--- config.mk ---
export PLATFORM = sky130hd
export DESIGN_NAME = icache_assoc
export DESIGN_NICKNAME = d
export VERILOG_FILES = /design/src/rtl/icache_assoc.sv
export SDC_FILE = /design/constraint.sdc
export NUM_CORES = 2
export LEC_CHECK = 0
export ABC_AREA = 1
export BUFFER_PORTS_ARGS = -buffer_cell sky130_fd_sc_hd__buf_2
export CAP_MARGIN = 20
export CORE_MARGIN = 1
export CORE_UTILIZATION = 40
export CTS_CLUSTER_SIZE = 25
export DETAILED_ROUTE_END_ITERATION = 8
export SKIP_CTS_REPAIR_TIMING = 1
export SLEW_MARGIN = 0
export SYNTH_ARGS = -nofsm -noshare
export SYNTH_HDL_FRONTEND = slang
export SYNTH_SLANG_ARGS = --single-unit
--- constraint.sdc ---
create_clock -name CLK -period 60.3 [get_ports CLK]
set_input_delay 0 -clock CLK [delete_from_list [all_inputs] [get_ports CLK]]
set_output_delay 0 -clock CLK [all_outputs]
set_load 0.1 [all_outputs]
--- src/rtl/icache_assoc.sv ---
// Set-associative instruction cache: combinational hits, true-LRU replacement, word-by-word block fill.
// Hit latency 0 cycles; a miss costs one miss cycle plus BLKWORDS*(k+1) fill cycles; a data-side request stalls the instruction side.
module icache_assoc #(
  parameter int WAYS     = 2,
  parameter int SETS     = 8,
  parameter int BLKWORDS = 2
) (
  input  logic        CLK,
  input  logic        RST,
  input  logic        imemREN,
  input  logic [31:0] imemaddr,
  input  logic        dmemREN,
  input  logic        dmemWEN,
  input  logic        iflush,
  output logic        ihit,
  output logic [31:0] imemload,
  output logic        iREN,
  output logic [31:0] iaddr,
  input  logic        iwait,
  input  logic [31:0] iload
);

  localparam int BO   = $clog2(BLKWORDS);
  localparam int OFFW = (BO > 0) ? BO : 1;
  localparam int IW   = $clog2(SETS);
  localparam int TW   = 30 - BO - IW;
  localparam int WW   = (WAYS > 1) ? $clog2(WAYS) : 1;

  typedef enum logic {IDLE, FILL} state_t;
  typedef logic [WAYS-1:0][WW-1:0] ages_t;

  logic          valid [WAYS][SETS];
  logic [TW-1:0] tags  [WAYS][SETS];
  logic [31:0]   data  [WAYS][SETS][BLKWORDS];
  ages_t         age   [SETS];

  state_t          state;
  logic [TW-1:0]   miss_tag;
  logic [IW-1:0]   miss_idx;
  logic [31:0]     miss_base;
  logic [OFFW-1:0] cnt;
  logic [WW-1:0]   victim;

  logic [TW-1:0]   cur_tag;
  logic [IW-1:0]   cur_idx;
  logic [OFFW-1:0] cur_off;
  logic            req;
  logic            hit_any;
  logic [WW-1:0]   hit_way;
  logic [WW-1:0]   vic_way;
  logic [WW-1:0]   sel_way;
  logic            last_word;

  assign cur_tag   = imemaddr[31 -: TW];
  assign cur_idx   = imemaddr[2+BO +: IW];
  assign cur_off   = (BO > 0) ? imemaddr[2 +: OFFW] : '0;
  assign req       = (state == IDLE) && imemREN && !dmemREN && !dmemWEN;
  assign last_word = (cnt == OFFW'(BLKWORDS - 1));

  always_comb begin
    hit_any = 1'b0;
    hit_way = '0;
    for (int w = 0; w < WAYS; w++) begin
      if (!hit_any && valid[w][cur_idx] && (tags[w][cur_idx] == cur_tag)) begin
        hit_any = 1'b1;
        hit_way = WW'(w);
      end
    end
  end

  // Prefer the lowest invalid way; otherwise evict the oldest (age WAYS-1).
  always_comb begin
    logic found;
    found   = 1'b0;
    vic_way = '0;
    for (int w = 0; w < WAYS; w++) begin
      if (!found && !valid[w][cur_idx]) begin
        found   = 1'b1;
        vic_way = WW'(w);
      end
    end
    if (!found) begin
      for (int w = 0; w < WAYS; w++) begin
        if (age[cur_idx][w] == WW'(WAYS - 1)) vic_way = WW'(w);
      end
    end
  end

  assign ihit     = req && hit_any && !iflush;
  assign sel_way  = ihit ? hit_way : '0;
  assign imemload = data[sel_way][cur_idx][cur_off];
  assign iREN     = (state == FILL);
  assign iaddr    = (state == FILL) ? (miss_base | {{(30-OFFW){1'b0}}, cnt, 2'b00}) : 32'h0;

  function automatic ages_t lru_touch(input ages_t a, input logic [WW-1:0] way);
    ages_t r;
    r = a;
    for (int w = 0; w < WAYS; w++) begin
      if (WW'(w) == way)     r[w] = '0;
      else if (a[w] < a[way]) r[w] = a[w] + 1'b1;
    end
    return r;
  endfunction

  always_ff @(posedge CLK or posedge RST) begin
    if (RST) begin
      state     <= IDLE;
      miss_tag  <= '0;
      miss_idx  <= '0;
      miss_base <= '0;
      cnt       <= '0;
      victim    <= '0;
      for (int s = 0; s < SETS; s++) begin
        for (int w = 0; w < WAYS; w++) begin
          valid[w][s]  <= 1'b0;
          tags[w][s]   <= '0;
          age[s][w]    <= WW'(w);
          for (int b = 0; b < BLKWORDS; b++) data[w][s][b] <= '0;
        end
      end
    end else if (iflush) begin
      state <= IDLE;
      for (int s = 0; s < SETS; s++)
        for (int w = 0; w < WAYS; w++) valid[w][s] <= 1'b0;
    end else begin
      case (state)
        IDLE: begin
          if (req && hit_any) begin
            age[cur_idx] <= lru_touch(age[cur_idx], hit_way);
          end else if (req) begin
            miss_tag  <= cur_tag;
            miss_idx  <= cur_idx;
            miss_base <= {cur_tag, cur_idx, {(BO+2){1'b0}}};
            cnt       <= '0;
            victim    <= vic_way;
            // Drop the victim now so a half-written block can never hit.
            valid[vic_way][cur_idx] <= 1'b0;
            state     <= FILL;
          end
        end
        FILL: begin
          if (!iwait) begin
            data[victim][miss_idx][cnt] <= iload;
            cnt <= cnt + 1'b1;
            if (last_word) begin
              valid[victim][miss_idx] <= 1'b1;
              tags[victim][miss_idx]  <= miss_tag;
              age[miss_idx]           <= lru_touch(age[miss_idx], victim);
              state                   <= IDLE;
            end
          end
        end
        default: state <= IDLE;
      endcase
    end
  end

endmodule

Yosys cells after proc, flatten, opt, wreduce, memory -nomap -nowiden
Index checks and enable logic that the tools add are counted.

storage, ports and cells
  latch bits = 0
  bits in registers = 1533
  bits in writable memories = 0
  memories = 0
  logic and storage cells = 270
  bits in read-only memories = 0

operators by class
  reductions and logical operators = 25
  shift operators = 0
  muxes and demuxes = 110
  $lt $le $gt $ge = 18
  equality and inequality tests = 11
  bitwise operators = 15
  divide/modulo/power cells = 0
  multipliers = 0
  add/subtract/negate cells = 5

operators by type and width
  operator                                 number
  2-to-1 mux 512 bit                       4
  bitwise mux 1024 bit                     1
  demux 512 bit (select 1 bit)             1
  bitwise mux 416 bit                      1
  demux 208 bit (select 1 bit)             1
  2-to-1 mux 208 bit                       1
  binary-select mux 64 bit (select 3 bit)  1
  demux 64 bit (select 3 bit)              1
  2-to-1 mux 64 bit                        3
  2-to-1 mux 32 bit                        5
  binary-select mux 26 bit (select 3 bit)  2
  2-to-1 mux 26 bit                        5
  2-to-1 mux 16 bit                        8
  demux 26 bit (select 3 bit)              1
  case mux 16 bit (2 select lines)         2
  equality test 26 bit                     2
  2-to-1 mux 1 bit                         50
  bitwise mux 16 bit                       2
  demux 32 bit (select 1 bit)              1
  bitwise OR 32 x 3 -> 32 bit              1
  AND reduction 4 bit                      5
  AND 16 bit                               1
  demux 8 bit (select 1 bit)               2
  2-to-1 mux 8 bit                         2
  25 further kinds                         81

Depth between registers and ports, before layout
  word-level depth = 24
  depth in mapped cells = 27
  depth with buffers taken out = 24

Least setup slack after synthesis
OpenSTA, ideal clock, no wires.

  path kind = reg-to-output
  from = reg state (netlist: iREN)
  to = out imemload[16]
  arrival time = 3.819 ns
  setup slack = 56.481 ns
  data required time = 60.300 ns
  path buffers = 4
  cell stages (with the launch flop) = 14
  cell sequence = dfrtp_1 > inv_1 > and3_1 > clkbuf_1 > nand4_2 > buf_2 > buf_2 > buf_2 > nand2_1 > nand3_1 > nand2_1 > a21oi_1 > nor2_1 > nor2_1

on the way
  word-level cells in the longest chain between the ends = 17

ends and longest elaborated chain
  element                                                RTL line  text
  start, declared                                        37        state_t state;
  start signal, assigned                                 107       state <= IDLE;
  start signal, assigned                                 122       state <= IDLE;
  start signal, assigned                                 138       state <= FILL;
  NOT 1 bit (no line)                                    --
  logical AND 1 bit (3 in a row)                         57        assign req = (state == IDLE) && imemREN && !dmemREN && !dmemWEN;
  logical AND 1 bit (2 in a row)                         89        assign ihit = req && hit_any && !iflush;
  2-to-1 mux 1 bit                                       90        assign sel_way = ihit ? hit_way : '0;
  NOT 1 -> 2 bit (not written as such)                   91        assign imemload = data[sel_way][cur_idx][cur_off];
  2-to-1 mux 512 bit (not written as such) (3 in a row)  91
  binary-select mux 64 bit (select 3 bit)                91
  2-to-1 mux 64 bit (not written as such) (2 in a row)   91
  2-to-1 mux 32 bit (not written as such) (3 in a row)   91
  end, declared                                          16        output logic [31:0] imemload,

No other way between the ends. The select of a mux whose other input is x is not followed.

Final worst setup path
  from = in imemaddr[5]
  to = out imemload[3]

on the way
  word-level cells in the longest chain between the ends = 24
  elaborated cells between the ends (all ways) = 35
  classes of those cells = 2 x eq/ne; 25 x mux; 2 x bitwise; 6 x reduce/logical

ends and longest elaborated chain
  element                                                 RTL line  text
  start, declared                                         11        input logic [31:0] imemaddr,
  NOT 3 -> 4 bit (not written as such) *                  64, 91
  binary-select mux 26 bit (select 3 bit)                 64        if (!hit_any && valid[w][cur_idx] && (tags[w][cur_idx] == cur_tag)) begin
  2-to-1 mux 26 bit (not written as such) (2 in a row)    64
  equality test 26 bit                                    64
  logical AND 1 bit                                       64
  2-to-1 mux 1 bit                                        64
  logical NOT 1 bit                                       64
  logical AND 1 bit (2 in a row)                          64
  2-to-1 mux 1 bit                                        64
  logical AND 1 bit (2 in a row)                          89
  2-to-1 mux 1 bit                                        90
  NOT 1 -> 2 bit (not written as such)                    91
  2-to-1 mux 512 bit (not written as such) (3 in a row)   91
  binary-select mux 64 bit (select 3 bit) *               91
  2-to-1 mux 64 bit (not written as such) * (2 in a row)  91
  2-to-1 mux 32 bit (not written as such) * (3 in a row)  91

Every way passes the cells marked *; elsewhere a longest branch is shown, timed or not. The select of a mux whose other input is x is not followed.

==> impl_metrics.csv <==
group,metric,value,unit
yosys,synth_top_cell_by_area,"dfrtp_1",
clocking,cts-root-buf,"clkbuf_16",
yosys,yosys_warnings,0,
global_routing,grt_pass1_vias,57100,
status,violations,"design-rule violations",
sta,fin_crit_sh,14.1,%
route,drc,14,
clocking,cts_buffer_depth,3,
setup_path,worst-setup-path-type,"input port to output port",
yosys,netlist_top_cells_count,"2,906 x nand2_1, 1,710 x o21ai_0, 1,496 x dfrtp_1",
yosys,synthFlopType,"dfrtp_1",
yosys,netlist_instances,9336,
sta,max_slew_margin,20.3,%
job,drv_cap,0,
route,drt_iter0_drc,6825,
sta,fin_hold_ws,0.0132,ns
sta,finalSetupTns,0,ns
clocking,clkTransAtPathRegs,0.06,ns
hold_path,hp-class,"input port to flip-flop",
clocking,numCtsBuffers,166,
sta,worst_slew_pin_slew,1.20,ns
setup_path,startpoint_type,"input port",
floorplanning,die-area,0.180,sq mm
route,wl_per_cell,20.2,um
route,wl,235,mm
floorplanning,core-area,0.176,sq mm
sta,fin_crit,8.52,ns
power,powerDensity,29.5,mW/mm^2
sta,fin_skew,0.0449,ns
sta,hold_viol,0,
final_layout,layout-drive-gt1-share,6.04,%
clocking,h-tree-depth,4,
placement,gp_congestion,0.881,
yosys,async_flop_share,100,%
yosys,ys_ff_latch,1504,
yosys,syn-cell-area,0.0712,sq mm
status,status,"complete, but fails checks",
yosys,synth-edff-count,0,
global_routing,grt_antenna_before_repair,6,
placement,dp_slack,51.96,ns
setup_path,worst-path-max-fanout,93,
power,fin_total_pwr,0.00234,W
yosys,synth.distinct_cells,40,
floorplanning,initial_core_util,40.4,%
setup_path,required,60.30,ns
global_routing,grt.overflow.total,0,
yosys,synth_most_common_cell,"nand2_1",
setup_path,crit_arrival,8.52,ns
placement,dpl.hpwl,125,mm
sta,fin_ws,51.78,ns
floorplanning,die_h,424,um
clocking,cts_tree,"done",
route,vias,61600,
floorplanning,die_w,424,um
floorplanning,row_count,154,
sta,setup_violations,0,
setup_path,cp-end-kind,"output port",
power,ir_worst_vdd,23.7,uV
yosys,synthTopCellsByArea,"dfrtp_1 53%, nand2_1 15%, o21ai_0 12%",
clocking,cts.sinks,1504,
placement,numPortBuffers,132,
sta,maxSlewViolCount,0,
global_routing,grt_use_total,26.1,%
yosys,seq_area_frac_synth,52.8,%
sta,fmax,117,MHz
clocking,clk_latency,0.84,ns
yosys,synth_area_per_cell,7.63,sq um
route,ant_nets,0,
power,leakage,38.4,nW
final_layout,nets,9213,
yosys,synthDominantCellAreaShare,52.5,%
final_layout,syn2layout_area_growth,11.4,%
floorplanning,num_io_pins,137,
route,first_pass_iters,9,
final_layout,fillers,17700,
global_routing,grt_pass1_wl,360,mm
route,vias_per_cell,5.30,
global_routing,grt_start_max_net_pins,199,
sta,rsz0062_at_grt,"false",
-- power breakdown --
group,switching (W),internal [W],total (W)
Combinational,0.000170,0.0000597,0.000230
Clock,0.000432,0.000596,0.00103
Sequential,0.0000279,0.00105,0.00108
Total,0.000630,0.00171,0.00234
-- through the flow --
step           instance area [sq um]  instances  util [%]
2_1_floorplan                  71200       9337         -
3_3_place_gp                   73200      11200      41.5
3_5_place_dp                   73200      11200      41.5
4_1_cts                        78700      11500      44.6
5_1_grt                        79400      11600      45.0
6_report                       79400      11600      45.0
-- placed cells by master, fill, tap and decap left out, drive strengths merged --
cell type    instances
nand2             2908
o21ai             1827
dfrtp             1496
inv                902
nor2               690
nand3              351
clkbuf             255
buf                229
a21oi              226
o211ai             102
dlygate4sd3         66
or2                 61
clkinv              33
o21a                26
o22ai               24
mux2i               17
nor3                10
dfstp                8
bufinv               8
nand3b               7
o2111ai              7
diode                5
and2                 4
o221ai               3
o41ai                2
conb                 2
nand4                2
and3                 1
a21boi               1
or4                  1
a31oi                1
-- worst max-delay path, cell delays in order --
cell and delay, ns:
dlygate4sd3_1 0.53, buf_2 0.26, nor2_4 0.85, buf_4 0.61, buf_4 0.77, nand3_1 0.15
nand2_1 0.12, nor2_1 0.10, o21ai_0 0.18, nor2_1 0.06, nand3b_1 0.19, nor2_1 0.08
nand2_1 0.20, nand4_4 0.75, inv_6 1.11, buf_4 0.96, o21ai_0 0.17, nor2_1 0.13
nor2_1 0.06, nand2_1 0.07, nor2_1 0.06, nor2_1 0.44, buf_2 0.53
-- cell type report --
type | instances | area (sq um) | area share (%)
Timing Repair Buffer | 295 | 2130 | 2.68
Sequential cell | 1504 | 37600 | 47.4
Multi-Input combinational cell | 6273 | 27800 | 35.0
Clock buffer | 255 | 4900 | 6.18
Tap cell | 2340 | 2930 | 3.69
Inverter | 902 | 3410 | 4.30
Clock inverter | 41 | 573 | 0.722
Antenna cell | 5 | 12.5 | 0.0158
-- sequential cells by signal, indices dropped and copies added (netlist names) --
register	count
data	1024
tags	416
miss_tag	26
age	16
valid	16
miss_idx	2
cnt	1
iREN	1
miss_base	1
victim	1
-- path summary, 6_finish.rpt --
check                                      start               endpoint  slack (ns)  depth (start not counted)
max                                  imemaddr[5]            imemload[3]       51.78                         23
min                                    iload[20]  data[980]$_DFFE_PP0P_        0.01                          4
max reg2reg                   victim$_DFFE_PP0P_  data[454]$_DFFE_PP0P_       55.91                          8
min reg2reg                tags[304]$_DFFE_PP0P_  tags[304]$_DFFE_PP0P_        0.48                          2
max in group asynchronous                    RST  data[985]$_DFFE_PP0P_       55.18                          9
min in group asynchronous                    RST  data[576]$_DFFE_PP0P_        0.45                          4
-- metal layers --
| metal | track usage [%] | wire [um] |
|---|---|---|
| met5 | 0 | 0 |
| met4 | 7.58 | 6540 |
| met1 | 36.4 | 105000 |
| met2 | 42.2 | 108000 |
| met3 | 3.51 | 15300 |
-- logic make-up (layout without fill, tap and decap cells) --
family	after synthesis	count (layout)	synth area share (%)
AOI/OAI and AO/OA	2219	2219	16.1
buffers and inverters	1560	1493	8.56
DFF	1504	1504	52.8
muxes	17	17	0.239
other	1	7	0.00526
and+or+nand+nor	4035	4035	22.2
(Power assumes the default switching activity.)
